File: config.mk
export PLATFORM = sky130hd
export DESIGN_NAME = softmax_vec_feeder_flat
export DESIGN_NICKNAME = d
export VERILOG_FILES = /design/src/rtl/softmax_vec_feeder_pkg.sv /design/src/rtl/softmax_vec_feeder_if.sv /design/src/rtl/softmax_vec_feeder_regfile.sv /design/src/rtl/softmax_vec_feeder.sv /design/src/flat_wrapper.sv
export SDC_FILE = /design/constraint.sdc
export NUM_CORES = 1
export LEC_CHECK = 0
export CAP_MARGIN = 15
export CELL_PAD_IN_SITES_DETAIL_PLACEMENT = 2
export CELL_PAD_IN_SITES_GLOBAL_PLACEMENT = 2
export CORE_UTILIZATION = 55
export DETAILED_ROUTE_END_ITERATION = 10
export DONT_BUFFER_PORTS = 1
export PLACE_DENSITY = 0.85
export SYNTH_ARGS = -nofsm -noshare
export SYNTH_HDL_FRONTEND = slang
export SYNTH_SLANG_ARGS = --single-unit
File: constraint.sdc
create_clock -name clk -period 4.8 [get_ports clk]
set_clock_uncertainty 0.05 [all_clocks]
set_input_delay 0.96 -clock clk [delete_from_list [all_inputs] [get_ports clk]]
set_output_delay 0.96 -clock clk [all_outputs]
set_load 0.01 [all_outputs]
File: src/rtl/softmax_vec_feeder_pkg.sv
// Shared types and defaults for the softmax vector feeder.
// NMAX is the largest vector the engine can address (2**ADDRSIZE-1 elements).
package softmax_feeder_pkg;

   localparam int unsigned DATAWIDTH_DEF = 16;
   localparam int unsigned ADDRSIZE_DEF  = 4;
   localparam int unsigned TIMEOUT_DEF   = 256;
   localparam int unsigned NMAX_DEF      = (1 << ADDRSIZE_DEF) - 1;

   typedef enum logic [2:0] {
      IDLE,
      LOAD,
      INIT,
      START,
      RUN,
      DRAIN
   } state_t;

   function automatic int unsigned nmax(input int unsigned addrsize);
      return (1 << addrsize) - 1;
   endfunction

endpackage

File: src/rtl/softmax_vec_feeder_if.sv
// Valid/ready element stream with an end-of-vector marker.
// The master drives valid/data/last; the slave drives ready.
interface softmax_vec_feeder_if #(
   parameter int unsigned DATAWIDTH = 16
);
   logic                 valid;
   logic [DATAWIDTH-1:0] data;
   logic                 last;
   logic                 ready;

   modport master (output valid, output data, output last, input ready);
   modport slave  (input valid, input data, input last, output ready);
endinterface

File: src/rtl/softmax_vec_feeder_regfile.sv
// Small register file: one synchronous write port, NREAD asynchronous read ports.
// Contents are never reset.
module feeder_regfile #(
   parameter int unsigned DATAWIDTH = 16,
   parameter int unsigned ADDRSIZE  = 4,
   parameter int unsigned NREAD     = 3
) (
   input  logic                 clk,
   input  logic                 we,
   input  logic [ADDRSIZE-1:0]  waddr,
   input  logic [DATAWIDTH-1:0] wdata,
   input  logic [ADDRSIZE-1:0]  raddr [NREAD],
   output logic [DATAWIDTH-1:0] rdata [NREAD]
);
   logic [DATAWIDTH-1:0] mem [2**ADDRSIZE];

   always_ff @(posedge clk) begin
      if (we) mem[waddr] <= wdata;
   end

   always_comb begin
      for (int unsigned i = 0; i < NREAD; i++) rdata[i] = mem[raddr[i]];
   end
endmodule

File: src/rtl/softmax_vec_feeder.sv
// Memory-side feeder for the softmax engine: buffers one vector, sequences init/start, captures and drains results.
// Optional RUN watchdog enabled by defining SOFTMAX_FEEDER_TIMEOUT_EN.
module softmax_vec_feeder
   import softmax_feeder_pkg::*;
#(
   parameter int unsigned DATAWIDTH = DATAWIDTH_DEF,
   parameter int unsigned ADDRSIZE  = ADDRSIZE_DEF,
   parameter int unsigned TIMEOUT   = TIMEOUT_DEF
) (
   input  logic                    clk,
   input  logic                    reset,
   softmax_vec_feeder_if.slave     in_str,
   output logic                    sm_init,
   output logic                    sm_start,
   output logic [ADDRSIZE-1:0]     sm_start_addr,
   output logic [ADDRSIZE-1:0]     sm_end_addr,
   input  logic [ADDRSIZE-1:0]     sm_addr,
   input  logic [ADDRSIZE-1:0]     sm_sub0_addr,
   input  logic [ADDRSIZE-1:0]     sm_sub1_addr,
   output logic [DATAWIDTH-1:0]    sm_inp,
   output logic [DATAWIDTH-1:0]    sm_sub0_inp,
   output logic [DATAWIDTH-1:0]    sm_sub1_inp,
   input  logic [DATAWIDTH-1:0]    sm_outp0,
   input  logic                    sm_done,
   softmax_vec_feeder_if.master    out_str,
   output logic                    busy,
   output logic                    err
);
   localparam logic [ADDRSIZE-1:0] NMAX = ADDRSIZE'(nmax(ADDRSIZE));

   if (TIMEOUT == 0) begin : g_timeout_chk
      $error("TIMEOUT must be non-zero");
   end

   state_t              state, state_nxt;
   logic [ADDRSIZE-1:0] wr_ptr, cap_ptr, rd_ptr, n;
   logic                done_q;
   logic                accept, last_beat, fall, wdog_hit, res_we, drain_end;

   logic [ADDRSIZE-1:0]  in_raddr  [3];
   logic [DATAWIDTH-1:0] in_rdata  [3];
   logic [ADDRSIZE-1:0]  res_raddr [1];
   logic [DATAWIDTH-1:0] res_rdata [1];

   assign accept    = in_str.valid & in_str.ready;
   assign last_beat = in_str.last | (wr_ptr == NMAX - 1'b1);
   // done_q only tracks sm_done seen in RUN, so a stale strobe cannot fake a falling edge
   assign fall      = (state == RUN) & done_q & ~sm_done;
   assign res_we    = (state == RUN) & sm_done & (cap_ptr < n);
   assign drain_end = (state == DRAIN) &
                      ((cap_ptr == '0) | (out_str.valid & out_str.ready & out_str.last));

`ifdef SOFTMAX_FEEDER_TIMEOUT_EN
   localparam int unsigned WDW = $clog2(TIMEOUT + 1);
   logic [WDW-1:0] wdog_cnt;

   always_ff @(posedge clk) begin
      if (!reset || !(state inside {START, RUN}) || sm_done) wdog_cnt <= '0;
      else                                                    wdog_cnt <= wdog_cnt + 1'b1;
   end

   assign wdog_hit = (state inside {START, RUN}) & ~sm_done & (wdog_cnt == WDW'(TIMEOUT - 1));
`else
   assign wdog_hit = 1'b0;
`endif

   feeder_regfile #(.DATAWIDTH(DATAWIDTH), .ADDRSIZE(ADDRSIZE), .NREAD(3)) u_in_bank (
      .clk   (clk),
      .we    (accept),
      .waddr (wr_ptr),
      .wdata (in_str.data),
      .raddr (in_raddr),
      .rdata (in_rdata)
   );

   feeder_regfile #(.DATAWIDTH(DATAWIDTH), .ADDRSIZE(ADDRSIZE), .NREAD(1)) u_res_bank (
      .clk   (clk),
      .we    (res_we),
      .waddr (cap_ptr),
      .wdata (sm_outp0),
      .raddr (res_raddr),
      .rdata (res_rdata)
   );

   assign in_raddr[0]  = sm_addr;
   assign in_raddr[1]  = sm_sub0_addr;
   assign in_raddr[2]  = sm_sub1_addr;
   assign sm_inp       = in_rdata[0];
   assign sm_sub0_inp  = in_rdata[1];
   assign sm_sub1_inp  = in_rdata[2];
   assign res_raddr[0] = rd_ptr;

   always_ff @(posedge clk) begin
      if (!reset) state <= IDLE;
      else        state <= state_nxt;
   end

   always_comb begin
      state_nxt = state;
      unique case (state)
         IDLE, LOAD: if (accept) state_nxt = last_beat ? INIT : LOAD;
         INIT:       state_nxt = START;
         START:      state_nxt = wdog_hit ? DRAIN : RUN;
         RUN:        if (wdog_hit || fall) state_nxt = DRAIN;
         DRAIN:      if (drain_end) state_nxt = IDLE;
         default:    state_nxt = IDLE;
      endcase
   end

   always_comb begin
      in_str.ready  = 1'b0;
      sm_init       = 1'b0;
      sm_start      = 1'b0;
      out_str.valid = 1'b0;
      busy          = (state != IDLE);
      unique case (state)
         IDLE, LOAD: in_str.ready  = (wr_ptr < NMAX);
         INIT:       sm_init       = 1'b1;
         START:      sm_start      = 1'b1;
         DRAIN:      out_str.valid = (cap_ptr != '0);
         default:    ;
      endcase
   end

   assign out_str.last  = out_str.valid & (rd_ptr == cap_ptr - 1'b1);
   assign out_str.data  = out_str.valid ? res_rdata[0] : '0;
   assign sm_start_addr = '0;
   assign sm_end_addr   = n;

   always_ff @(posedge clk) begin
      if (!reset) begin
         wr_ptr  <= '0;
         cap_ptr <= '0;
         rd_ptr  <= '0;
         n       <= '0;
         err     <= 1'b0;
         done_q  <= 1'b0;
      end else begin
         done_q <= sm_done & (state == RUN);
         unique case (state)
            IDLE, LOAD: begin
               if (accept) begin
                  wr_ptr <= wr_ptr + 1'b1;
                  if (state == IDLE) err <= 1'b0;
                  if (last_beat) n <= wr_ptr + 1'b1;
               end
            end
            RUN: begin
               if (sm_done) begin
                  if (cap_ptr < n) cap_ptr <= cap_ptr + 1'b1;
                  else             err     <= 1'b1;
               end
               if (fall && (cap_ptr != n)) err <= 1'b1;
            end
            DRAIN: begin
               if (drain_end) begin
                  wr_ptr  <= '0;
                  cap_ptr <= '0;
                  rd_ptr  <= '0;
               end else if (out_str.valid && out_str.ready) begin
                  rd_ptr <= rd_ptr + 1'b1;
               end
            end
            default: ;
         endcase
         if (wdog_hit) err <= 1'b1;
      end
   end
endmodule
File: src/flat_wrapper.sv
// flat-port wrapper written by rule: the top's interface ports become plain ports
module softmax_vec_feeder_flat import softmax_feeder_pkg::*;
#(
   parameter int unsigned DATAWIDTH = DATAWIDTH_DEF,
   parameter int unsigned ADDRSIZE  = ADDRSIZE_DEF,
   parameter int unsigned TIMEOUT   = TIMEOUT_DEF
)
  (clk, reset, sm_init, sm_start, sm_start_addr, sm_end_addr, sm_addr, sm_sub0_addr, sm_sub1_addr, sm_inp, sm_sub0_inp, sm_sub1_inp, sm_outp0, sm_done, busy, err, in_str_valid, in_str_data, in_str_last, in_str_ready, out_str_valid, out_str_data, out_str_last, out_str_ready);
  softmax_vec_feeder_if #(.DATAWIDTH(DATAWIDTH)) in_str_i ();
  softmax_vec_feeder_if #(.DATAWIDTH(DATAWIDTH)) out_str_i ();
  input  logic clk;
  input  logic reset;
  output logic sm_init;
  output logic sm_start;
  output logic [ADDRSIZE-1:0] sm_start_addr;
  output logic [ADDRSIZE-1:0] sm_end_addr;
  input  logic [ADDRSIZE-1:0] sm_addr;
  input  logic [ADDRSIZE-1:0] sm_sub0_addr;
  input  logic [ADDRSIZE-1:0] sm_sub1_addr;
  output logic [DATAWIDTH-1:0] sm_inp;
  output logic [DATAWIDTH-1:0] sm_sub0_inp;
  output logic [DATAWIDTH-1:0] sm_sub1_inp;
  input  logic [DATAWIDTH-1:0] sm_outp0;
  input  logic sm_done;
  output logic busy;
  output logic err;
  input wire logic [$bits(in_str_i.valid)-1:0] in_str_valid;
  input wire logic [$bits(in_str_i.data)-1:0] in_str_data;
  input wire logic [$bits(in_str_i.last)-1:0] in_str_last;
  output wire logic [$bits(in_str_i.ready)-1:0] in_str_ready;
  output wire logic [$bits(out_str_i.valid)-1:0] out_str_valid;
  output wire logic [$bits(out_str_i.data)-1:0] out_str_data;
  output wire logic [$bits(out_str_i.last)-1:0] out_str_last;
  input wire logic [$bits(out_str_i.ready)-1:0] out_str_ready;
  assign in_str_i.valid = in_str_valid;
  assign in_str_i.data = in_str_data;
  assign in_str_i.last = in_str_last;
  assign in_str_ready = in_str_i.ready;
  assign out_str_valid = out_str_i.valid;
  assign out_str_data = out_str_i.data;
  assign out_str_last = out_str_i.last;
  assign out_str_i.ready = out_str_ready;
  softmax_vec_feeder #(.DATAWIDTH(DATAWIDTH), .ADDRSIZE(ADDRSIZE), .TIMEOUT(TIMEOUT)) u_core (.clk(clk), .reset(reset), .in_str(in_str_i), .sm_init(sm_init), .sm_start(sm_start), .sm_start_addr(sm_start_addr), .sm_end_addr(sm_end_addr), .sm_addr(sm_addr), .sm_sub0_addr(sm_sub0_addr), .sm_sub1_addr(sm_sub1_addr), .sm_inp(sm_inp), .sm_sub0_inp(sm_sub0_inp), .sm_sub1_inp(sm_sub1_inp), .sm_outp0(sm_outp0), .sm_done(sm_done), .out_str(out_str_i), .busy(busy), .err(err));
endmodule
Word level (Yosys, flattened, before mapping):

Memories as Yosys holds them, arrays and structs flattened. A register that Yosys moved wholly into a read port is not among the register bits.
Cells that the tools add are included.

* flip-flop bits (word level): 21
* output and inout bits: 79
* memories: 2
* bits of input ports: 50
* memory bits (writable): 512
* logic and storage cells: 90

Memory list
* u_core.u_in_bank.mem: depth 16, width 16, rd ports 3, clocked after Yosys merged registers in 0, wr ports 1, RTL line softmax_vec_feeder_regfile.sv:15 `logic [DATAWIDTH-1:0] mem [2**ADDRSIZE];`
* u_core.u_res_bank.mem: depth 16, width 16, rd ports 1, clocked after Yosys merged registers in 1, wr ports 1, RTL line softmax_vec_feeder_regfile.sv:15

* mux-type cells: 30
* $add $sub $neg: 4
* $lt $le $gt $ge: 2
* reduce and logical (&&, ||, !) cells: 17
* bitwise operators: 12
* equality and inequality tests: 16

Operators by type and width (number)
* 4-bit 2-to-1 mux: 8
* 16-bit 2-to-1 mux: 1
* 4-bit one-hot mux with 2 select lines: 2
* 3-bit one-hot mux with 5 select lines: 1
* 1-bit 2-to-1 mux: 13
* 4-bit by 1-bit adder with 4-bit output, second input constant: 3
* 1-bit bitwise AND: 9
* 3-bit 2-to-1 mux: 3
* 3-bit AND reduction: 3
* 2-bit by 1-bit inequality test with 1-bit output, second input constant: 4
* 2-bit nonzero test: 4
* 3-bit by 2-bit equality test with 1-bit output, second input constant: 2
* 3-bit equality test, second input constant: 2
* 3-bit inequality test, second input constant: 2
* 5-bit AND reduction: 1
* 4-bit equality test: 1
* 4-bit equality test, second input constant: 1
* 4-bit zero test: 1
* 4-bit less-than comparator: 1
* 4-bit less-than comparator, second input constant: 1
* 2-bit inequality test, second input constant: 2
* 4-bit inequality test: 1
* 4-bit AND reduction: 1
* 4-bit nonzero test: 1
* 11 further kinds: 13

Longest topological paths before layout:

* depth in word-level cells: 10
* mapped depth: 8
* depth with buffers taken out: 7

Hierarchy:

From an unflattened synthesis, not the netlist that was laid out.

* cells, all modules: 1289
* area, all modules: 24888.9 µm²

Modules (own cells, without submodules)
* feeder_regfile at u_core.u_in_bank: area each 13631.8 µm², seq. area each 7687.4 µm², times used 1, cells an instance 690
* feeder_regfile at u_core.u_res_bank: area each 9723.1 µm², seq. area each 7687.4 µm², times used 1, cells an instance 416
* softmax_vec_feeder: area each 1534.0 µm², seq. area each 420.4 µm², times used 1, cells an instance 183

Least setup slack after synthesis:

OpenSTA, ideal clock, no wires.

* path kind: input port to output port
* start point: input sm_addr[0]
* end point: output sm_inp[10]
* stages: 4
* data arrival time: 2.299 ns
* slack: 1.491 ns
* buffers on the path: 2
* data required time: 3.790 ns
* cell sequence: buf_6 -> buf_4 -> mux4_2 -> mux4_2

* cells in the longest elaborated chain, start to end: 1

RTL lines
* from (decl): RTL line flat_wrapper.sv:17 `input logic [ADDRSIZE-1:0] sm_addr;`
* memory 16 x 16 bit
* to (decl): RTL line flat_wrapper.sv:20 `output logic [DATAWIDTH-1:0] sm_inp;`

No other way between the ends.

==> results.md <==
- After global routing the overflow that remains totals 0.
- The post-detailed-route count of antenna-violating nets is 0.
- The I/O pin count is 129.
- The fraction of layout instances using a drive strength above 1 is 27.0%.
- Before CTS, the worst setup slack after placement is 1.36 ns.
- The power density of the placed cells is 367 mW/mm².
- The maximum buffer depth of the clock tree is 3.
- The effective utilization at floorplan is 55.8%.
- The non-filler instance count after layout is 1,805.
- For this run, design rule violations remaining after detail routing come to 0.
- The via count of the first global-routing pass is 14,300.
- The count of TritonRoute iterations in the first routing pass is 5.
- In this run the post-CTS setup repair buffer count came out at 0.
- The number of placement rows is 78.
- Synthesis produced 1,159 cells.
- The post-layout worst setup margin is 0.776 ns.
- After layout, the worst path uses 83.8% of the clock period.
- The run finished with clean final reports.
- The register clock-pin slew on the reported worst setup and hold paths is 0.07 ns.
- Timing would allow up to 248 MHz.
- The type of the setup path with the least slack is flop to output pin.
- STA classifies the critical path endpoint as an output pin.
- After the last flow step, the layout net total stands at 1,225.
- The cell that appears most often on the critical path is sky130_fd_sc_hd__a211oi_1.
- At the later pin of the worst-skew pair, clock insertion delay measures 0.62 ns.
- The number of pins exceeding their max-slew limit in the final report is 0.
- CTS placed an instance of sky130_fd_sc_hd__clkbuf_16 at the clock tree root.
- In this run the number of H-tree levels came out at 2.
- The internal reg-to-reg setup slack is 1.28 ns.
- The final-report hold violation count is 0.
- At the pin with the least slew margin, the transition time is 1.18 ns.
- For this run, asynchronously set or reset flops after synthesis account for 0%.
- Counting both buffers and inverters, the worst setup path holds a total of 1.
- The sequential fraction of the synthesis area is 62.7%.
- Summed over all layers, the routed wires come to 70,200 µm.
- The placed wire-length estimate is 41,400 µm.
- On the critical path the largest part of the delay comes from compound AO/OA/AOI/OAI gates.
- For this design, the CTS-stage hold fixing added 0 buffers.
- The data required time of the critical path is 3.79 ns.
- The yosys synthesis warning count is 0.
- Detailed routing inserted a total of 13,100 vias.
- The largest fanout on the critical path is 35.
- The average detailed-routed wire length per instance is 38.9 µm.
- The count of clock tree sinks is 537.
- Traced cell by cell, the critical path runs through buf_4 > a211oi_1 > a211oi_1.
- The core region is 0.0454 mm².
- The number of synthesized register bits is 537.
- At the end of routability-driven placement, the weighted congestion stood at 0.744.
- The synthesized cell area is 0.0253 mm².
- Relative to the synthesized area, the layout overhead comes to 8.99%.
- Setup violations remaining at the end of the flow were counted as 0.
- Gates resized during post-CTS repair numbered 0.
- The overall fraction of global-route tracks in use is 30.8%.
- The wire length of the first global-routing pass is 103,000 µm.
- The total negative slack for setup checks is 0 ns.
- The number of clock buffers inserted by TritonCTS is 56.
- The TritonCTS clock tree is built.
- Dividing the detail-routed via count by the number of cells gives 7.26.
- The cell with the largest stage delay on the worst path is sky130_fd_sc_hd__dfxtp_2.
- The count of different cell masters after synthesis is 52.
- In this run the static leakage power is 8.71 nW.
- Across the run, the number of max-cap violations was 0.
- STA puts the critical path data arrival time at 3.01 ns.
- The floorplan step set the die height to 217 µm.
- Entering global routing, the biggest net connects 65 pins.
- The number of antenna violations at the first check in global routing is 0.
- The post-placement cell count is 1,699.
- The number of enable flip-flop cells after synthesis is 512.
- The die span in x is 217 µm.
- In this run the cell area measured after placement is 0.0256 mm².
- The worst IR drop on VDD is 0.000338 V.
- The number of port buffers is 0.
- The finished cells cover 0.0276 mm².
- The relative slew slack is 21.2%.
- The synthesized area divided by synthesized cell count is 21.9 µm².
- The die covers 0.0469 mm².
- The count of antenna diodes in the layout is 0.
- The worst hold path belongs to the class primary input to flop.
- The worst setup path is launched from a flop.
- The shortest clock period the worst path allows after layout is 4.02 ns.
- Setup repair after global routing left no endpoint under its margin.
- The most common flop cell mapped by yosys is sky130_fd_sc_hd__edfxtp_1.
- The number of design-rule violations left by the first detailed-router iteration is 1,263.
- The largest stage delay on the critical path is 0.93 ns.
==> registers in the layout, indices dropped and copies added, names as in the netlist, named ones only <==
register,count
u_core.u_in_bank.mem,256
u_core.u_res_bank.mem,256
u_core.cap_ptr,4
u_core.rd_ptr,4
u_core.sm_end_addr,4
u_core.wr_ptr,4
u_core.state,3
u_core.done_q,1
u_core.err,1
==> final timing paths <==
path                                      start                                 endpoint  cells past startpoint
setup / recovery                           flop                          out_str_data[8]                      3
hold / removal                     sm_outp0[10]  u_core.u_res_bank.mem[13][10]$_DFFE_PP_                      0
setup reg to reg  u_core.wr_ptr[0]$_SDFFE_PN0P_     u_core.u_in_bank.mem[6][6]$_DFFE_PP_                      5
hold reg to reg   u_core.rd_ptr[3]$_SDFFE_PN0P_            u_core.rd_ptr[3]$_SDFFE_PN0P_                      2
==> layout by cell type (no fill, tap or decap), drive strengths merged, types with 2 or more instances in the layout <==
master    instances
o31a              2
buf              16
a31oi             3
and2             16
o21ai             6
mux2i            18
edfxtp          512
dfxtp            25
a211oi           35
or3               2
nor2b            19
nor3b             6
xor2              5
and3             13
ha               13
inv              12
nand3             3
and4              4
a21oi            10
nor3              6
conb             20
mux4            304
bufinv            8
xnor2             5
nand2            10
clkbuf           64
o21a              3
o31ai             3
clkinvlp          2
nor2             18
clkinv           26
nand4             6
==> Yosys cell counts, drive strengths merged (3+ instances only) <==
library cell / instances / area [µm²]
dlygate4sd1: 3 / 26.3
o21a: 3 / 22.5
ha: 13 / 163
nand2: 10 / 50.1
and2: 16 / 100
nor3: 6 / 41.3
mux2i: 18 / 180
xor2: 5 / 43.8
nor3b: 6 / 56.3
o31ai: 3 / 22.5
a31oi: 3 / 18.8
edfxtp: 512 / 15400
a211oi: 35 / 263
xnor2: 5 / 43.8
dfxtp: 25 / 500
nor2: 18 / 77.6
o21ai: 6 / 30.0
and4: 4 / 35.0
mux4: 304 / 7190
nand3: 3 / 15.0
nor2b: 19 / 119
buf: 70 / 534
nand4: 6 / 37.5
a21oi: 10 / 50.1
and3: 13 / 81.3
inv: 10 / 37.5
clkbuf: 17 / 63.8
==> kinds of logic (layout without fill, tap and decap cells) <==
group           count (synthesis)  in the layout  synth area share [%]
mux                           322            322                  29.1
other cells                     1             20                0.0148
simple gates                  107            107                  2.61
xor+xnor                       11             11                 0.440
compound gates                 67             67                  1.90
buf+inv                       101            128                  2.63
flops                         537            537                  62.7
fa+ha+maj                      13             13                 0.642
==> worst register-to-register path: stages, from the launching register on <==
cell and delay, ns:
sky130_fd_sc_hd__dfxtp_1 0.40, sky130_fd_sc_hd__ha_1 0.36, sky130_fd_sc_hd__a311oi_2 0.51, sky130_fd_sc_hd__nand2_2 0.25
sky130_fd_sc_hd__nor3b_1 0.55, sky130_fd_sc_hd__and2_1 1.00
==> cell type report <==
| cell class | instances | area (µm²) |
|---|---|---|
| Fill cell | 3417 | 17800 |
| Sequential cell | 537 | 15900 |
| Multi-Input combinational cell | 540 | 8860 |
| Clock buffer | 64 | 1440 |
| Tap cell | 600 | 751 |
| Clock inverter | 37 | 412 |
| Timing Repair Buffer | 16 | 220 |
| Inverter | 11 | 41.3 |
==> stage by stage <==
stage | total power, mW | utilization, % | hold WS, ns
floorplan | 5.75 | - | 0.446
global placement | 5.74 | 56.5 | 0.482
detailed placement | 5.77 | 56.5 | 0.511
CTS | 10.2 | 60.6 | 0.346
global route | 10.3 | 60.8 | 0.361
finish | 10.1 | 60.8 | 0.375
==> per-layer routing <==
layer / share of wire (%) / vias up / global-route usage [%]
met4: 3.1 / 0 / 10.0
met1: 38 / 7189 / 39.7
li1: - / 5153 / -
met3: 6.3 / 121 / 5.08
met5: 0 / - / 0
met2: 53 / 643 / 53.7
==> power breakdown <==
part	total, mW	internal, mW	leakage (nW)	switching [mW]
Sequential	5.22	5.18	4.83	0.0434
Clock	4.45	2.58	0.904	1.87
Combinational	0.451	0.263	2.98	0.188
Total	10.1	8.03	8.71	2.10
Note: power is estimated with default switching activity, not from simulation.
